**config.mk**
```make
export PLATFORM = sky130hd
export DESIGN_NAME = scan_frame_packer
export DESIGN_NICKNAME = d
export VERILOG_FILES = /design/src/rtl/scan_pkg.sv /design/src/rtl/scan_sample_fifo.sv /design/src/rtl/scan_frame_packer.sv
export SDC_FILE = /design/constraint.sdc
export NUM_CORES = 1
export LEC_CHECK = 0
export CAP_MARGIN = 20
export CORE_AREA = 2 2 193 195
export CTS_CLUSTER_DIAMETER = 150
export DETAILED_ROUTE_END_ITERATION = 12
export DIE_AREA = 0 0 195 197
export PLACE_DENSITY = 0.82
export SLEW_MARGIN = 10
export SYNTH_ARGS = -nofsm -noshare
export SYNTH_HDL_FRONTEND = slang
export SYNTH_SLANG_ARGS = --single-unit
```
**constraint.sdc**
```tcl
create_clock -name clock -period 4.7 [get_ports clock]
set_input_delay 0.94 -clock clock [delete_from_list [all_inputs] [get_ports clock]]
set_output_delay 0.94 -clock clock [all_outputs]
set_load 0.05 [all_outputs]
```
**src/rtl/scan_pkg.sv**
```systemverilog
// scan_pkg: shared constants for the matrix scan path (FSM encoding, sync bytes, matrix size, FIFO entry layout)
package scan_pkg;
  localparam logic [2:0] ST_IDLE  = 3'd0;
  localparam logic [2:0] ST_SYNC0 = 3'd1;
  localparam logic [2:0] ST_SYNC1 = 3'd2;
  localparam logic [2:0] ST_FID   = 3'd3;
  localparam logic [2:0] ST_SHI   = 3'd4;
  localparam logic [2:0] ST_SLO   = 3'd5;
  localparam logic [2:0] ST_CSUM  = 3'd6;
  localparam logic [7:0] SYNC0_DEF = 8'hFF;
  localparam logic [7:0] SYNC1_DEF = 8'hA5;
  localparam int DIMX_DEF = 31;
  localparam int DIMY_DEF = 128;
  localparam int X_W = 5;
  localparam int Y_W = 9;
  localparam int D_W = 16;
  typedef struct packed {
    logic           sof;
    logic [X_W-1:0] x;
    logic [Y_W-1:0] y;
    logic [D_W-1:0] data;
  } entry_t;
  localparam int ENTRY_W = $bits(entry_t);
endpackage

```
**src/rtl/scan_sample_fifo.sv**
```systemverilog
// scan_sample_fifo: synchronous FIFO, async active-high reset.
// Ports: clk_i, rst_i, push_i/wdata_i (write), pop_i/rdata_o (show-ahead read), full_o, empty_o.
// A push on a full FIFO succeeds when a pop happens in the same cycle.
module scan_sample_fifo #(
  parameter int W     = 8,
  parameter int DEPTH = 16
) (
  input  logic         clk_i,
  input  logic         rst_i,
  input  logic         push_i,
  input  logic         pop_i,
  input  logic [W-1:0] wdata_i,
  output logic [W-1:0] rdata_o,
  output logic         full_o,
  output logic         empty_o
);
  localparam int AW = $clog2(DEPTH);
  logic [W-1:0] mem_q [DEPTH];
  logic [AW-1:0] wptr_q, rptr_q;
  logic [AW:0] cnt_q;
  logic do_push, do_pop;
  assign do_pop  = pop_i && !empty_o;
  assign do_push = push_i && (!full_o || do_pop);
  assign full_o  = cnt_q == (AW+1)'(DEPTH);
  assign empty_o = cnt_q == '0;
  assign rdata_o = mem_q[rptr_q];
  always_ff @(posedge clk_i or posedge rst_i)
    if (rst_i) begin
      wptr_q <= '0;
      rptr_q <= '0;
      cnt_q  <= '0;
    end else begin
      if (do_push) wptr_q <= wptr_q + AW'(1);
      if (do_pop) rptr_q <= rptr_q + AW'(1);
      cnt_q <= cnt_q + (AW+1)'(do_push) - (AW+1)'(do_pop);
    end
  always_ff @(posedge clk_i)
    if (do_push) mem_q[wptr_q] <= wdata_i;
endmodule

```
**src/rtl/scan_frame_packer.sv**
```systemverilog
// scan_frame_packer: captures tagged ADC samples and frames them into a UART byte stream.
// Ports: clock, reset (async, active-high); head_in, sample_valid, sample_data, col_x, row_y (capture side);
//        tx_data, tx_valid, tx_ready (byte handshake); frame_cnt, overflow, coord_err, frame_err, busy (status).
// Frame: SYNC0 SYNC1 frame_cnt {hi,lo} x DIMX*DIMY [xor checksum when SCAN_PACK_CHECKSUM_EN is defined].
module scan_frame_packer
  import scan_pkg::*;
#(
  parameter int         DIMX       = DIMX_DEF,
  parameter int         DIMY       = DIMY_DEF,
  parameter int         DATA_W     = 12,
  parameter int         FIFO_DEPTH = 16,
  parameter logic [7:0] SYNC0      = SYNC0_DEF,
  parameter logic [7:0] SYNC1      = SYNC1_DEF
) (
  input  logic              clock,
  input  logic              reset,
  input  logic              head_in,
  input  logic              sample_valid,
  input  logic [DATA_W-1:0] sample_data,
  input  logic [X_W-1:0]    col_x,
  input  logic [Y_W-1:0]    row_y,
  output logic [7:0]        tx_data,
  output logic              tx_valid,
  input  logic              tx_ready,
  output logic [7:0]        frame_cnt,
  output logic              overflow,
  output logic              coord_err,
  output logic              frame_err,
  output logic              busy
);
  localparam int NCELL = DIMX * DIMY;
  localparam int IW = $clog2(NCELL + 1);
`ifdef SCAN_PACK_CHECKSUM_EN
  localparam logic [2:0] ST_END = ST_CSUM;
`else
  localparam logic [2:0] ST_END = ST_IDLE;
`endif
  logic [2:0] state_q, state_d;
  logic head_q, sof_pend_q;
  logic [IW-1:0] idx_q;
  logic [X_W-1:0] ex_q;
  logic [Y_W-1:0] ey_q;
  logic [7:0] fcnt_q;
  logic ovf_q, cerr_q, ferr_q;
  entry_t wr, rd;
  logic full, empty, push, pop, xfer, start, early, last, frame_done;
  assign wr = {sof_pend_q, col_x, row_y, D_W'(sample_data)};
  assign push = sample_valid && (!full || pop);
  assign xfer = tx_valid && tx_ready;
  assign start = state_q == ST_IDLE && !empty && rd.sof;
  // a new sof entry reaching the head mid-frame restarts the frame without consuming it
  assign early = state_q == ST_SHI && !empty && rd.sof && idx_q != '0;
  assign last = idx_q == IW'(NCELL - 1);
  // entries seen in IDLE without sof belong to no frame and are discarded
  assign pop = (state_q == ST_IDLE && !empty && !rd.sof) || (state_q == ST_SLO && xfer);
  assign busy = state_q != ST_IDLE;
  assign frame_cnt = fcnt_q;
  assign overflow = ovf_q;
  assign coord_err = cerr_q;
  assign frame_err = ferr_q;
`ifdef SCAN_PACK_CHECKSUM_EN
  logic [7:0] csum_q;
  assign frame_done = state_q == ST_CSUM && xfer;
  always_ff @(posedge clock or posedge reset)
    if (reset) csum_q <= '0;
    else if (state_q == ST_SYNC0) csum_q <= '0;
    else if (xfer && (state_q == ST_FID || state_q == ST_SHI || state_q == ST_SLO)) csum_q <= csum_q ^ tx_data;
`else
  assign frame_done = state_q == ST_SLO && xfer && last;
`endif
  scan_sample_fifo #(.W(ENTRY_W), .DEPTH(FIFO_DEPTH)) u_fifo (
    .clk_i(clock),
    .rst_i(reset),
    .push_i(push),
    .pop_i(pop),
    .wdata_i(wr),
    .rdata_o(rd),
    .full_o(full),
    .empty_o(empty)
  );
  always_comb begin
    tx_valid = 1'b1;
    tx_data = 8'h00;
    case (state_q)
      ST_SYNC0: tx_data = SYNC0;
      ST_SYNC1: tx_data = SYNC1;
      ST_FID:   tx_data = fcnt_q;
      ST_SHI: begin
        tx_valid = !empty && !early;
        tx_data = rd.data[D_W-1:8];
      end
      ST_SLO:   tx_data = rd.data[7:0];
`ifdef SCAN_PACK_CHECKSUM_EN
      ST_CSUM:  tx_data = csum_q;
`endif
      default:  tx_valid = 1'b0;
    endcase
  end
  always_comb begin
    state_d = state_q;
    case (state_q)
      ST_IDLE:  state_d = start ? ST_SYNC0 : ST_IDLE;
      ST_SYNC0: state_d = xfer ? ST_SYNC1 : ST_SYNC0;
      ST_SYNC1: state_d = xfer ? ST_FID : ST_SYNC1;
      ST_FID:   state_d = xfer ? ST_SHI : ST_FID;
      ST_SHI:   state_d = early ? ST_SYNC0 : xfer ? ST_SLO : ST_SHI;
      ST_SLO:   state_d = !xfer ? ST_SLO : last ? ST_END : ST_SHI;
`ifdef SCAN_PACK_CHECKSUM_EN
      ST_CSUM:  state_d = xfer ? ST_IDLE : ST_CSUM;
`endif
      default:  state_d = ST_IDLE;
    endcase
  end
  always_ff @(posedge clock or posedge reset)
    if (reset) begin
      state_q <= ST_IDLE;
      head_q <= 1'b0;
      sof_pend_q <= 1'b0;
      idx_q <= '0;
      ex_q <= '0;
      ey_q <= '0;
      fcnt_q <= '0;
      ovf_q <= 1'b0;
      cerr_q <= 1'b0;
      ferr_q <= 1'b0;
    end else begin
      state_q <= state_d;
      head_q <= head_in;
      // a dropped sample leaves the pending frame start for the next accepted one
      sof_pend_q <= (head_in && !head_q) || (sof_pend_q && !push);
      if (state_q == ST_SYNC0) begin
        idx_q <= '0;
        ex_q <= '0;
        ey_q <= '0;
      end else if (state_q == ST_SLO && xfer) begin
        idx_q <= idx_q + IW'(1);
        ex_q <= ex_q == X_W'(DIMX - 1) ? '0 : ex_q + X_W'(1);
        ey_q <= ex_q == X_W'(DIMX - 1) ? ey_q + Y_W'(1) : ey_q;
      end
      if (frame_done) fcnt_q <= fcnt_q + 8'd1;
      if (sample_valid && !push) ovf_q <= 1'b1;
      cerr_q <= start ? 1'b0 : cerr_q || (state_q == ST_SLO && xfer && (rd.x != ex_q || rd.y != ey_q));
      ferr_q <= start ? 1'b0 : ferr_q || early;
    end
endmodule
```
Yosys cells after proc, flatten, opt, wreduce, memory -nomap -nowiden
Memory sizes are Yosys's and may differ from the RTL's.
Cells that the tools add are included.

storage, ports and cells
  register bits after elaboration = 55
  bits in writable memories = 432
  input port bits = 31
  output and inout port bits = 21
  logic and storage cells = 93
  memories = 1

memories
  memory        words  width  rd ports  clocked after Yosys merged registers in  wr ports  RTL line                RTL
  u_fifo.mem_q  16     27     1         0                                        1         scan_sample_fifo.sv:18  logic [W-1:0] mem_q [DEPTH];

cells by class
  add/sub/neg operators = 8
  equality and inequality tests = 10
  muxes and demuxes = 23
  reduce and logical (&&, ||, !) cells = 38

operators with widths
  cell                                            count
  one-hot mux 8 bit (5 select lines)              1
  2-to-1 mux 9 bit                                3
  2-to-1 mux 12 bit                               2
  one-hot mux 3 bit (6 select lines)              1
  logical AND 1 bit                               17
  2-to-1 mux 5 bit                                3
  adder 12 x 1 -> 12 bit (second input constant)  1
  == test 12 bit (second input constant)          1
  2-to-1 mux 3 bit                                4
  nonzero test 12 bit                             1
  == test 5 bit (second input constant)           2
  adder 9 x 1 -> 9 bit (second input constant)    1
  != test 9 bit                                   1
  adder 4 x 1 -> 4 bit (second input constant)    2
  adder 8 x 1 -> 8 bit (second input constant)    1
  logical OR 1 bit                                7
  2-to-1 mux 1 bit                                7
  == test 3 x 2 -> 1 bit (second input constant)  2
  == test 3 bit (second input constant)           2
  logical NOT 1 bit                               6
  adder 5 x 1 -> 5 bit                            1
  adder 5 x 1 -> 5 bit (second input constant)    1
  logical NOT 5 bit                               1
  != test 5 bit                                   1
  other kinds (9)                                 10

Depth between registers and ports, before layout
Gate-level depths: netlist of the first run.

  depth in word-level cells = 16
  mapped depth = 14
  gate-level depth less buffers = 14

By module
Synthesis of the first run repeated with hierarchy kept, for this count alone.

unflattened totals
  cells, all modules = 1295
  area total of the unflattened synthesis = 22496.6 um^2

modules (own cells, without submodules)
  module             instances  cells an instance  area each (um^2)  sequential area each (um^2)
  scan_sample_fifo   1          979                19742.7           15219.6
  scan_frame_packer  1          316                2753.9            1051.0

Least setup slack after synthesis of the first run
No wires, ideal clock.

  path type = reg-to-reg
  start point = register u_fifo.rptr_q[0]
  end point = memory u_fifo.mem_q[3][0] (netlist name) (enable)
  arrival = 4249 ps
  path slack = -28 ps
  cell stages (with the launch flop) = 9
  path buffers = 2
  clock period less this slack = 4728 ps
  cell sequence = dfrtp_1 buf_6 mux4_1 mux2i_1 mux2_2 a21o_1 nand2_1 buf_2 nor4_1

on the way
  cells in the longest elaborated chain, start to end = 14
  elaborated cells on any way between the ends = 18
  those cells by class = 3 x mux; 14 x reduce/logical; 1 x memory

ends and longest elaborated chain
  element                                                RTL line                                         RTL
  from (decl)                                            scan_sample_fifo.sv:19                           logic [AW-1:0] wptr_q, rptr_q;
  from (signal assigned)                                 scan_sample_fifo.sv:34                           if (do_pop) rptr_q <= rptr_q + AW'(1);
  memory read (16 x 27 bit) *                            --
  logical AND 1 bit (2 in a row)                         scan_frame_packer.sv:52                          assign early = state_q == ST_SHI && !empty && rd.sof && idx_q != '0;
  logical NOT 1 bit                                      scan_frame_packer.sv:89                          tx_valid = !empty && !early;
  logical AND 1 bit                                      scan_frame_packer.sv:89
  one-hot mux 1 bit (2 select lines)                     scan_frame_packer.sv:84                          case (state_q)
  logical AND 1 bit                                      scan_frame_packer.sv:49                          assign xfer = tx_valid && tx_ready;
  logical AND 1 bit                                      scan_frame_packer.sv:55                          assign pop = (state_q == ST_IDLE && !empty && !rd.sof) || (state_q == ST_SLO && xfer);
  logical OR 1 bit *                                     scan_frame_packer.sv:55
  logical OR 1 bit or logical AND 1 bit (tied branches)  scan_frame_packer.sv:48, scan_sample_fifo.sv:22
  logical AND 1 bit or logical OR 1 bit (tied branches)  scan_frame_packer.sv:48, scan_sample_fifo.sv:23
  logical AND 1 bit *                                    scan_sample_fifo.sv:23                           assign do_push = push_i && (!full_o || do_pop);
  2-to-1 mux 1 bit *                                     scan_sample_fifo.sv:38                           if (do_push) mem_q[wptr_q] <= wdata_i;
  2-to-1 mux 1 bit (not written as such) *               scan_sample_fifo.sv:38
  to (decl)                                              scan_sample_fifo.sv:18

Every way passes the cells marked *; elsewhere a longest branch is shown, timed or not.

Worst setup path after layout of the first run
  start point = register u_fifo.rptr_q[0]
  end point = output port tx_data[0]

on the way
  cells in the longest elaborated chain, start to end = 2

ends and longest elaborated chain
  element                             RTL line                 RTL
  memory read (16 x 27 bit)           --
  one-hot mux 8 bit (5 select lines)  scan_frame_packer.sv:84
  to (decl)                           scan_frame_packer.sv:22  output logic [7:0] tx_data,

Every way passes these cells.

==> results of run 1 <==
through the flow:
step | hold WS (ns) | instance area [sq um]
6_report | 0.4329 | 22480
3_5_place_dp | 0.4326 | 21020
5_1_grt | 0.4553 | 22480
2_1_floorplan | 0.3996 | 19770
3_3_place_gp | 0.4159 | 21020
4_1_cts | 0.4346 | 22480
cells in the mapped netlist (9+ instances only):
master and n:
a21oi_1 16, inv_1 20, dfrtp_1 55, mux4_1 14
clkbuf_1 19, xor2_1 20, nor2_1 51, mux2i_1 21
mux4_2 102, o21ai_0 20, edfxtp_1 432, nand2b_1 9
nor3_1 11, a31oi_1 9, buf_2 15, nand2_1 38
mux2_2 11, ha_1 18, and3_1 9, nand4_1 14
xnor2_1 21, nand3_1 20, nor4_1 9
state kept, by name (all words and copies together), names as in the netlist:
| name | cells |
|---|---|
| coord_err | 1 |
| ex_q | 5 |
| ey_q | 9 |
| frame_cnt | 8 |
| frame_err | 1 |
| head_q | 1 |
| idx_q | 12 |
| overflow | 1 |
| sof_pend_q | 1 |
| state_q | 3 |
| u_fifo.cnt_q | 5 |
| u_fifo.mem_q | 432 |
| u_fifo.rptr_q | 4 |
| u_fifo.wptr_q | 4 |
path summary, 6_finish.rpt:
check	slack (ns)	depth (start not counted)	to
min	0.43	1	sof_pend_q
max	0.34	6	tx_data[0]
max in group asynchronous	3.04	3	ey_q[5]
min in group asynchronous	0.81	2	idx_q[8]
min reg2reg	0.43	1	sof_pend_q
max reg2reg	0.92	9	u_fifo.mem_q[7][2]
cell type report:
cell class | instances | area (sq um) | area share
clock inverters | 31 | 207.7 | 0.009240
inverters | 22 | 82.58 | 0.003674
well taps | 468 | 585.6 | 0.02605
clock buffers | 56 | 1252 | 0.05572
repair buffers | 90 | 880.8 | 0.03919
flip-flops and latches | 487 | 14360 | 0.6387
multi-input cells | 476 | 5114 | 0.2275
cell families (layout without fill, tap and decap cells):
| family | count (synthesis) | in the layout | synth area share |
|---|---|---|---|
| mux | 148 | 148 | 0.1517 |
| compound gates | 77 | 77 | 0.02456 |
| simple gates | 191 | 191 | 0.04906 |
| buf+inv | 72 | 199 | 0.01804 |
| xor+xnor | 41 | 41 | 0.01817 |
| flops | 487 | 487 | 0.7260 |
| fa+ha+maj | 19 | 19 | 0.01241 |
power by group:
part	switching (mW)	internal (mW)
Clock	1.57	2.01
Sequential	0.385	5.20
Combinational	2.32	1.82
Total	4.28	9.04
metal layers:
| metal | wire length [microns] | vias to the layer above | track usage | share of wire |
|---|---|---|---|---|
| met5 | 0 | - | 0 | 0 |
| met4 | 1186 | 0 | 0.07181 | 0.027 |
| met3 | 3481 | 90 | 0.04603 | 0.081 |
| met2 | 21650 | 528 | 0.3841 | 0.50 |
| met1 | 16920 | 5333 | 0.3129 | 0.39 |
| li1 | - | 4362 | - | - |
==> impl_results.md, run 1 <==
- Max Freq: 229.5 MHz
- Die width: 195 microns
- Initial antenna violation count: 0
- Rel. slew slack: 0.4072
- Final worst slack: 0.3429 ns
- Clock H-tree levels: 2
- Sink Count: 487
- HP Class: flip-flop to flip-flop
- Worst slew pin tran: 0.8893 ns
- Max stage delay cell, worst path: dfrtp_4
- DRC viols: 0
- Cells after Synth: 1,035
- Cell Chain, Critical Path: buf_4 -> mux4_2 -> mux4_2 -> mux2i_1 -> o22ai_1 -> buf_4
- Via density: 6.327
- Peak VDD IR: 385.1 uV
- Pwr Total: 13.31 mW
- Crit path max fanout: 25
- Post-CTS Repair Setup Buffers: 0
- Max-Cap Viols: 0
- Outcome: complete, no violations
- Row cnt: 70
- Fraction of registers with async set/reset: 0.1129
- Initial Util: 0.5451
- DIE AREA: 0.03842 sq mm
- Clk buf depth: 3
- Post-CTS Hold Fix Bufs: 0
- ANT cells: 0
- Post-placement cell count: 1,543
- # fillers: 2,412
- Clk root buf: clkbuf_16
- Syn Nets: 1,085
- Global-route wire length before repair: 64,740 microns
- Setup_tns: 0 ns
- Syn avg cell area: 19.10 sq um
- Yosys top cell by area: edfxtp_1
- CP delay by family, top: multiplexers
- Routed wire length per instance: 26.53 microns
- Static Leak: 7.607 nW
- Most used DFF post-synth: edfxtp_1
- Most common cell after layout, fill and taps aside: edfxtp_1
- Final Core Density: 0.6199
- Vias in the first global route: 10,330
- Critical Path RT: 3.76 ns
- Final #Nets: 1,175
- Post-route minimum period: 4.357 ns
- 1st-iter DRT viols: 1,117
- TritonCTS Buffers: 48
- Clk_skew: 0.02146 ns
- Layout cells sized above 1: 0.2194
- R2r startpoint: u_fifo.rptr_q[0]
- Total GRT Usage: 0.2310
- Die height: 197 microns
- Ys Warns: 0
- Synth top area cells: edfxtp_1 66%, mux4_2 12%, dfrtp_1 7.0%
- Hold path start: head_q
- Clock transition at path regs: 0.06 ns
- CP Data Arrival Time: 3.42 ns
- Post-DRT Antenna Nets: 0
- DR vias: 10,310
- Drt pass-1 iters: 5
- Critical path capture point type: primary output
- IO Pins: 52
- Seq/Total Area, Yosys: 0.7260
- CP Buf/Inv Count: 2
- Hold Vio Cnt, Final: 0
- Final Max Tran Viols: 0
- Top-area cell type share of the netlist area: 0.6564
- CTS tree: built
- Post_cts resized: 0
- Final instance count without filler cells: 1,630
- Final Setup Violations: 0
- Layout area overhead: 13.74%
- # port buffers: 51
- Worst-Skew Late Latency: 0.58 ns
- Placement Setup Slack: 0.8863 ns
- Gpl congestion: 0.8609
- Register bit total from synthesis: 487
- Total core area: 0.03626 sq mm
- GRT overflow: 0
- Fin crit share: 0.9271
- Detailed Place HPWL: 24,430 microns
- CP startpoint kind: flip-flop
- Largest net degree at the start of global routing: 49
- Commonest non-fill, non-tap cells in the layout: 432 x edfxtp_1, 102 x mux4_2, 53 x dfrtp_1, 49 x clkbuf_16, 47 x nor2_1
- Number of flops mapped to enable cells by yosys: 432
- Post-Route WL: 43,240 microns
- Number of distinct library cells after synthesis: 60
- Worst Setup SP: u_fifo.rptr_q[0]
- Pwr/cell area: 592.3 mW/mm^2
- Post-Synthesis Cell Area: 0.01976 sq mm
- RSZ-0062 raised after global routing: no
- Crit path kind: flip-flop to primary output
- Max stage delay on crit path: 0.73 ns
Note: power is estimated with default switching activity, not from simulation.
==> run 2: changes to the inputs <==
--- a/config.mk
+++ b/config.mk
@@ -6,12 +6,13 @@
 export NUM_CORES = 1
 export LEC_CHECK = 0
 export CAP_MARGIN = 20
-export CORE_AREA = 2 2 193 195
+export CORE_AREA = 2 2 204 206
 export CTS_CLUSTER_DIAMETER = 150
 export DETAILED_ROUTE_END_ITERATION = 12
-export DIE_AREA = 0 0 195 197
-export PLACE_DENSITY = 0.82
+export DIE_AREA = 0 0 206 208
+export PLACE_DENSITY = 0.83
 export SLEW_MARGIN = 10
 export SYNTH_ARGS = -nofsm -noshare
 export SYNTH_HDL_FRONTEND = slang
+export SYNTH_HIERARCHICAL = 1
 export SYNTH_SLANG_ARGS = --single-unit
==> run 2 against run 1 <==
Net effect: worst setup slack gained 0.035 ns; clock-buffer cell count grew 3; wire length grew 20%; cell area grew 16%; non-clock buffer count grew 11; fmax grew 0.81%; critical path depth grew 12; critical endpoint is now u_fifo/cnt_q[4]; largest cell class unchanged; highest routed layer is now met5.
==> impl_results.md, run 2 <==
- Switching share of power: 0.3417 (+0.02039)
- Via density: 6.287 (-0.64%)
- Hold path start: overflow
- Max Freq: 231.4 MHz (+0.81%)
- Number of flip-flops in the largest register: 496 (+15%)
- Initial antenna violation count: 1 (+1)
- Outcome: complete, no violations
- Ys Warns: 6 (+6)
- Clock transition at path regs: 0.07 ns (about the same)
- Clk buf depth: 3 (unchanged)
- Final #Nets: 1,487 (+27%)
- Cell area after layout: 0.02603 sq mm (+16%)
- Seq/Total Area, Yosys: 0.7232 (-0.002759)
- Switching Power: 5.569 mW (+30%)
- Number of distinct library cells after synthesis: 61 (+1.7%)
- R2R Path End: u_fifo/cnt_q[4]
- Clk root buf: clkbuf_16
- Row cnt: 74 (+5.7%)
- Synth top area cells: edfxtp_1 66%, mux4_2 6.2%, dfrtp_1 6.1%
- Post-Synthesis Cell Area: 0.02250 sq mm (+14%)
- Gpl congestion: 0.8490 (-1.4%)
- CP Data Arrival Time: 4.83 ns (+1.41 ns)
- Part of the power in the clock network: 0.269 (about the same)
- Worst slew pin tran: 0.7315 ns (-0.1577 ns)
- Layout area overhead: 15.72%
- Top-count cell post-synth: edfxtp_1
- Setup_tns: 0 ns (unchanged)
- Top-area cell type share of the netlist area: 0.6621 (+0.005700)
- Total GRT Usage: 0.2428 (+0.01173)
- Worst-Skew Late Latency: 0.58 ns (about the same)
- Total core area: 0.04055 sq mm (+12%)
- Post-CTS Repair Setup Buffers: 0 (unchanged)
- R2r startpoint: u_fifo/rptr_q[0]
- Hold path cells: 1 (unchanged)
- Final Max Tran Viols: 0 (unchanged)
- Final Core Density: 0.6419 (+0.02198)
- Fin crit share: 0.9196 (-0.007420)
- # fillers: 2,600 (+7.8%)
- Global-route wire length before repair: 77,050 microns (+19%)
- Layout cells sized above 1: 0.1569 (-0.06259)
- DRC viols: 0 (unchanged)
- Crit path kind: flip-flop to flip-flop
- Share of power burned in combinational logic: 0.350 (+0.039)
- Critical Path RT: 5.20 ns (+1.44 ns)
- HP Class: flip-flop to flip-flop
- Syn avg cell area: 17.37 sq um (-9.0%)
- Cells after Synth: 1,295 (+25%)
- Drt pass-1 iters: 7 (+2)
- Vias in the first global route: 12,810 (+24%)
- Rel. slew slack: 0.5086 (+0.1014)
- CP startpoint kind: flip-flop
- Max-Cap Viols: 0 (unchanged)
- Final Setup Violations: 0 (unchanged)
- Min-Delay Endpoint: overflow
- Number of flops mapped to enable cells by yosys: 496 (+15%)
- Clock H-tree levels: 2 (unchanged)
- Post-Route WL: 51,680 microns (+20%)
- Pwr/cell area: 626.1 mW/mm^2 (+5.7%)
- Clk_skew: 0.02086 ns (-0.0006074 ns)
- Peak VDD IR: 509.5 uV (+32%)
- Area after DPL: 0.02420 sq mm (+15%)
- Sink Count: 551 (+13%)
- Crit path max fanout: 10 (-60%)
- DIE AREA: 0.04285 sq mm (+12%)
- Most common cell after layout, fill and taps aside: edfxtp_1
- Static Leak: 9.110 nW (+20%)
- Post-synth top cells: 496 x edfxtp_1, 127 x mux2i_1, 71 x nand2_1
- Registers with the most flip-flops: u_fifo/mem_q (496), idx_q (12), ey_q (9)
- DR vias: 12,650 (+23%)
- RSZ-0062 raised after global routing: no
- Yosys top cell by area: edfxtp_1
- Worst reg2reg setup slack: 0.38 ns (-0.54 ns)
- 1st-iter DRT viols: 1,429 (+28%)
- Biggest register: u_fifo/mem_q
- Fraction of registers with async set/reset: 0.09982 (-0.01312)
- Largest net degree at the start of global routing: 137 (+180%)
- Critical path capture point type: flip-flop
- Die width: 206 microns (+5.6%)
- Register bit total from synthesis: 551 (+13%)
- TritonCTS Buffers: 52 (+8.3%)
- Initial Util: 0.5547 (+0.009667)
- Internal power: 10.73 mW (+19%)
- GRT overflow: 0 (unchanged)
- Most used DFF post-synth: edfxtp_1
- # port buffers: 51 (unchanged)
- Post-DRT Antenna Nets: 0 (unchanged)
- Pwr Total: 16.30 mW (+22%)
- Seq pwr share: 0.381 (-0.039)
- Routed wire length per instance: 25.69 microns (-3.2%)
- CTS tree: built
- IO Pins: 52 (unchanged)
- Post-route minimum period: 4.322 ns (-0.03487 ns)
- Die height: 208 microns (+5.6%)
- Worst-case reg-to-reg path depth: 18 (+9)
- Detailed Place HPWL: 29,950 microns (+23%)
- Hold Vio Cnt, Final: 0 (unchanged)
- Commonest non-fill, non-tap cells in the layout: 496 x edfxtp_1, 127 x mux2i_1, 71 x nand2_1, 64 x conb_1
run 2: cell types whose count changed after synthesis, sizes merged, moves of 9 or more:
cell    change
o21ai      +34
mux2        -9
edfxtp     +64
mux4       -54
a22oi      +30
nor2       -15
clkbuf     +10
nand3      -10
mux2i     +106
a221oi     +60
buf        +16
nand2      +33
run 2: logic make-up after synthesis:
kind of cell / count (synthesis) / share of synthesized area
buffers and inverters: 99 / 0.02358
muxes: 191 / 0.1196
and+or+nand+nor: 189 / 0.04110
xor gates and xnor gates: 40 / 0.01557
DFF: 551 / 0.7232
other: 1 / 0.0001667
AOI/OAI and AO/OA: 205 / 0.06585
adders and majority gates: 19 / 0.01090
run 2: timing repair:
action	in CTS	in global routing
gates resized for setup	0	1
endpoints found under the setup margin	0	7
hold buffers	0	0
run 2: through the flow:
step	hold WS, ns	setup slack (ns)	std cells
2_1_floorplan	0.4892	0.05923	1358
3_3_place_gp	0.4391	0.5747	1914
3_5_place_dp	0.4470	0.5384	1914
4_1_cts	0.4590	0.07099	2010
5_1_grt	0.4743	0.2223	2011
6_report	0.4590	0.3777	2012
run 2: routing by layer:
metal  track usage  share of wire  up-vias
met4       0.09975          0.036        2
met3       0.05952           0.10      134
li1              -              -     5433
met5             0        0.00025        -
met1        0.3073           0.36     6397
met2        0.4021           0.50      683
run 2: final cells by class:
cell class	instances	area (sq um)	area share
clock inverters	37	451.7	0.01735
diodes	1	2.502	0.00009613
clock buffers	59	1349	0.05181
repair buffers	101	1126	0.04326
multi-input cells	708	6076	0.2334
inverters	23	86.33	0.003316
well taps	532	665.6	0.02557
flip-flops and latches	551	16280	0.6252
run 2: critical path, stage by stage, from the launching register on:
cell and delay (ns):
dfrtp_4 0.57, mux4_2 0.57, a22oi_1 0.20, nand2_1 0.17, or4_1 0.42, a21oi_1 0.34, o21ai_1 0.13, inv_1 0.07
o21a_1 0.12, buf_4 0.18, inv_1 0.06, ha_1 0.27, inv_1 0.04, ha_1 0.21, fa_1 0.43, a21oi_1 0.16
nor2_1 0.06, nor2_1 0.11, xnor2_1 0.13
run 2: worst max-delay path by stage:
stage                     start                  end  slack (ns)
2_1_floorplan  u_fifo/rptr_q[0]  u_fifo/mem_q[15][0]        0.06
3_3_place_gp   u_fifo/rptr_q[0]      u_fifo/cnt_q[4]        0.57
5_1_grt        u_fifo/rptr_q[0]      u_fifo/cnt_q[4]        0.22
3_5_place_dp   u_fifo/rptr_q[0]      u_fifo/cnt_q[4]        0.54
6_report       u_fifo/rptr_q[0]      u_fifo/cnt_q[4]        0.38
4_1_cts        u_fifo/rptr_q[0]           tx_data[0]        0.07
run 2: power groups by stage:
stage	logic, mW	clock network, mW	registers [mW]
after floorplan	3.86	0	6.17
after global placement	5.40	0	6.25
after detailed placement	5.56	0	6.29
after CTS	5.62	4.43	6.19
after global routing	6.06	4.61	6.24
final	5.70	4.39	6.21
==> patch 1, RTL diff (flow settings as in run 2) <==
Add a define of `SCAN_PACK_CHECKSUM_EN`.
--- a/src/rtl/scan_frame_packer.sv
+++ b/src/rtl/scan_frame_packer.sv
@@ -2,6 +2,8 @@
 // Ports: clock, reset (async, active-high); head_in, sample_valid, sample_data, col_x, row_y (capture side);
 //        tx_data, tx_valid, tx_ready (byte handshake); frame_cnt, overflow, coord_err, frame_err, busy (status).
 // Frame: SYNC0 SYNC1 frame_cnt {hi,lo} x DIMX*DIMY [xor checksum when SCAN_PACK_CHECKSUM_EN is defined].
+`define SCAN_PACK_CHECKSUM_EN
+
 module scan_frame_packer
   import scan_pkg::*;
 #(
Function: no difference found for any inputs over 4 cycles, from zero or initial values and one cycle with reset high; that may be too few to reach the edited logic, so the function may still have changed.
==> patch 1 against run 2 <==
Sequential cell count increased by 8. Area after synthesis increased by 2.4%. Utilization grew 0.95 points. Sequential share of layout area fell by 0.16 points. Cell area up 1.5%. Critical endpoint is now tx_data[4]. First-iteration DRC count up 3.4%. Combinational power is 0.9% higher. Sequential power rose by 2%. Die area is the same. Power about the same. Setup slack worse by 0.16 ns. Clock skew grew 0.0034 ns. Routed wire length grew 0.76%.
==> patch 1: results (changes against run 2) <==
[status]
status=completed  ; unchanged

[route]
vias_per_cell=6.27  ; was 6.29
firstDrtPassIters=5  ; was 7
met1Wirelength_um=19400  ; was 18700 um
met3WireLength_um=4720  ; was 5290 um
wire_per_inst_um=25.3  ; was 25.7 um
route.met2.wl_um=26100  ; was 25800 um

[cells_and_area]
insertedDiodeCount=0  ; was 1
nets=1535  ; was 1487
fraction_of_final_layout_cells_with_drive_strength_greater_than_1=0.157  ; about the same

[placement]
dp_cells=1964  ; was 1914
dpl_cell_area_mm2=0.0247  ; was 0.0242 mm^2
dp_worst_setup_slack_ns=0.569  ; was 0.538 ns
gp_congestion=0.814  ; was 0.849
detailed_place_hpwl_um=30700  ; was 30000 um

[global_route]
number_of_global_route_vias_before_repair=13400  ; was 12800
grt_first_pass_wirelength_um=79100  ; was 77000 um
grt.met3_usage=0.0564  ; was 0.0595
pin_count_of_the_biggest_net_entering_global_routing=87  ; was 137
grt_util_all_layers=0.248  ; was 0.243
gr-usage-met2=0.413  ; was 0.402

[critical_path]
crit_slowest_cell=sky130_fd_sc_hd__dfrtp_1  ; was sky130_fd_sc_hd__dfrtp_4
crit_path_max_incr_delay_ns=0.55  ; was 0.57 ns
startpoint=u_fifo/rptr_q[2]  ; was u_fifo/rptr_q[0]
r2r_slack_ns=0.48  ; was 0.38 ns
crit_path_end=tx_data[4]  ; was u_fifo/cnt_q[4]
path_max_fanout=33  ; was 10

[synth]
yosys-top-cells-area=sky130_fd_sc_hd__edfxtp_1, sky130_fd_sc_hd__dfrtp_1, sky130_fd_sc_hd__mux4_2, sky130_fd_sc_hd__mux2i_1, sky130_fd_sc_hd__a221oi_1  ; was sky130_fd_sc_hd__edfxtp_1, sky130_fd_sc_hd__mux4_2, sky130_fd_sc_hd__dfrtp_1, sky130_fd_sc_hd__mux2i_1, sky130_fd_sc_hd__a221oi_1
number_of_different_library_cells_in_the_post_synthesis_netlist=75  ; was 61
postSynthAreaPerCell_um2=17.2  ; was 17.4 um^2
yosysSeqAreaShare=0.715  ; was 0.723
synth-adder-area-share=0.0101  ; was 0.0109
synth_compound_gate_area_share=0.0652  ; was 0.0659
async_sr_flop_fraction=0.113  ; was 0.0998
proportion_of_synthesized_area_in_mux_cells=0.121  ; was 0.120
synthTopCellsByCount=sky130_fd_sc_hd__edfxtp_1, sky130_fd_sc_hd__mux2i_1, sky130_fd_sc_hd__nand2_1, sky130_fd_sc_hd__dfrtp_1  ; was sky130_fd_sc_hd__edfxtp_1, sky130_fd_sc_hd__mux2i_1, sky130_fd_sc_hd__nand2_1, sky130_fd_sc_hd__a221oi_1, sky130_fd_sc_hd__mux4_2
yosys.area_share.xor_xnor=0.0179  ; was 0.0156

[power_and_ir_drop]
intPower_mw=10.7  ; about the same
pg_clk_mw=4.22  ; was 4.39 mW
tot_pwr_mw=16.3  ; about the same
p_seq_mw=6.33  ; was 6.21 mW

[timing]
finalClockSkew_ns=0.0243  ; was 0.0209 ns

[worst_hold_path]
timing.hold.worst.start=head_q  ; was overflow
min_delay_worst_endpoint=sof_pend_q  ; was overflow

==> patch 1: changes by cell type after synthesis, moves of 8 or more <==
cell / before / now
sky130_fd_sc_hd__xnor2_1: 22 / 13
sky130_fd_sc_hd__xor2_1: 18 / 34
sky130_fd_sc_hd__dfrtp_1: 55 / 63
sky130_fd_sc_hd__buf_2: 22 / 32
sky130_fd_sc_hd__mux2i_1: 127 / 136
sky130_fd_sc_hd__nor2_1: 36 / 45
sky130_fd_sc_hd__clkbuf_1: 30 / 20
==> patch 1: cell type report <==
| class | count | area (um^2) |
|---|---|---|
| Clock buffer | 70 | 1440 |
| Clock inverter | 25 | 272 |
| Fill cell | 2613 | 14100 |
| Inverter | 28 | 105 |
| Multi-Input combinational cell | 738 | 6380 |
| Sequential cell | 559 | 16500 |
| Tap cell | 532 | 666 |
| Timing Repair Buffer | 107 | 1080 |
==> patch 2, RTL diff (settings of run 2) <==
Without the edit above. Register the output `frame_cnt` once more, cleared by the reset; this adds one clock of latency there. The other outputs are not delayed to match.
--- a/src/rtl/scan_frame_packer.sv
+++ b/src/rtl/scan_frame_packer.sv
@@ -54,7 +54,13 @@
   // entries seen in IDLE without sof belong to no frame and are discarded
   assign pop = (state_q == ST_IDLE && !empty && !rd.sof) || (state_q == ST_SLO && xfer);
   assign busy = state_q != ST_IDLE;
-  assign frame_cnt = fcnt_q;
+  always_ff @(posedge clock or posedge reset) begin
+    if (reset) begin
+      frame_cnt <= '0;
+    end else begin
+      frame_cnt <= fcnt_q;
+    end
+  end
   assign overflow = ovf_q;
   assign coord_err = cerr_q;
   assign frame_err = ferr_q;
Function: no difference found for any inputs over 4 cycles, from zero or initial values and one cycle with reset high; that may be too few to reach the edited logic, so the function may still have changed.
==> patch 2 against run 2 <==
Sequential power increased by 0.8%. Sequential cell count up 8. Largest power group unchanged. Power shrank 3.2%. Clock power decreased by 6.8%. Hold slack got worse by 0.016 ns. Routed wire length grew 1.3%. Non-clock buffer count fell by 4. Critical path depth decreased by 9. Setup slack got worse by 0.24 ns. Cell area decreased by 0.34%. Area after synthesis is 0.46% higher.
==> patch 2: results (changes against run 2) <==
[global_route]
grt_util_all_layers=0.250  ; was 0.243
grt_first_pass_wirelength_um=79300  ; was 77000 um
pin_count_of_the_biggest_net_entering_global_routing=96  ; was 137
antenna_found_initial=2  ; was 1

[critical_path]
crit_path_end=tx_data[7]  ; was u_fifo/cnt_q[4]
path_max_fanout=88  ; was 10
crit_slowest_cell=sky130_fd_sc_hd__a221oi_1  ; was sky130_fd_sc_hd__dfrtp_4
timing_worst_setup_path_type=reg2out  ; was reg2reg
worst-r2r-cell-count=18  ; unchanged
cp_data_arrival_time_ns=3.62  ; was 4.83 ns
crit_path_max_incr_delay_ns=0.73  ; was 0.57 ns

[placement]
detailed_place_hpwl_um=30200  ; was 30000 um
gp_congestion=0.866  ; was 0.849

[cells_and_area]
largest_registers=u_fifo/mem_q: 496 flops, idx_q: 12 flops, ey_q: 9 flops  ; unchanged
nets=1478  ; was 1487
fill_cells=2596  ; was 2600
insertedDiodeCount=0  ; was 1

[power_and_ir_drop]
switching_power_mw=5.36  ; was 5.57 mW
pg_clk_mw=4.09  ; was 4.39 mW
seq_power_share=0.397  ; was 0.381
clk_network_pwr_share=0.259  ; was 0.269
max_rail_drop_vdd_mv=0.464  ; was 0.510 mV

[route]
firstDrtPassIters=6  ; was 7
wire_per_inst_um=26.1  ; was 25.7 um
dr.first_iter.drc_count=1828  ; was 1429
route.vias.total=12700  ; was 12600

[worst_hold_path]
timing.hold.worst.start=fcnt_q[7]  ; was overflow
hold_path_depth=0  ; was 1
min_delay_worst_endpoint=frame_cnt[7]  ; was overflow

[timing]
finalClockSkew_ns=0.0194  ; was 0.0209 ns
fin_worst_hold_slack_ns=0.443  ; was 0.459 ns
slew_headroom=0.464  ; was 0.509

[status]
status=completed  ; unchanged

[synth]
synth_compound_gate_area_share=0.0627  ; was 0.0659
number_of_different_library_cells_in_the_post_synthesis_netlist=59  ; was 61
yosys.area_share.xor_xnor=0.0163  ; was 0.0156
proportion_of_synthesized_area_in_mux_cells=0.118  ; was 0.120
async_sr_flop_fraction=0.113  ; was 0.0998
yosys-top-cells-area=sky130_fd_sc_hd__edfxtp_1, sky130_fd_sc_hd__dfrtp_1, sky130_fd_sc_hd__mux4_2, sky130_fd_sc_hd__mux2i_1, sky130_fd_sc_hd__a221oi_1  ; was sky130_fd_sc_hd__edfxtp_1, sky130_fd_sc_hd__mux4_2, sky130_fd_sc_hd__dfrtp_1, sky130_fd_sc_hd__mux2i_1, sky130_fd_sc_hd__a221oi_1
synthTopCellsByCount=sky130_fd_sc_hd__edfxtp_1, sky130_fd_sc_hd__mux2i_1, sky130_fd_sc_hd__nand2_1, sky130_fd_sc_hd__dfrtp_1  ; was sky130_fd_sc_hd__edfxtp_1, sky130_fd_sc_hd__mux2i_1, sky130_fd_sc_hd__nand2_1, sky130_fd_sc_hd__a221oi_1, sky130_fd_sc_hd__mux4_2
synth-warning-count=6  ; unchanged
yosysSeqAreaShare=0.729  ; was 0.723

[clock_network]
cts_inserted_buffers=51  ; was 52

[patch 2: cell types whose count changed in the layout (fill, tap and decap cells not counted), sizes merged, moves of 4 or more]
cell      change
bufinv        -5
a31oi         -6
dfrtp         +8
clkbuf        +9
clkinvlp      -4
nor3          -4
or4           +4
o21ai         -4
[patch 2: per-stage QoR]
stage                     cell area (um^2)  worst slack [ns]  cells
after global routing                 25900            0.0423   2003
after floorplan                      22900            0.0507   1349
after detailed placement             24300             0.551   1906
final                                25900             0.142   2003
after CTS                            25900             0.218   2002
after global placement               24300             0.570   1906
[patch 2: metal layers]
metal,vias to the layer above,part of all wire,global-route usage
met4,4,0.031,0.0813
met5,-,0.00052,0
met3,142,0.098,0.0498
met2,705,0.51,0.416
li1,5398,-,-
met1,6408,0.36,0.332
[patch 2: area by class of cell]
cell class                 count  area share
inverter                      24     0.00347
clock buffer                  69      0.0538
sequential                   559       0.635
clock inverter                27      0.0101
tap                          532      0.0257
multi-input combinational    695       0.232
timing repair buffer          97      0.0403
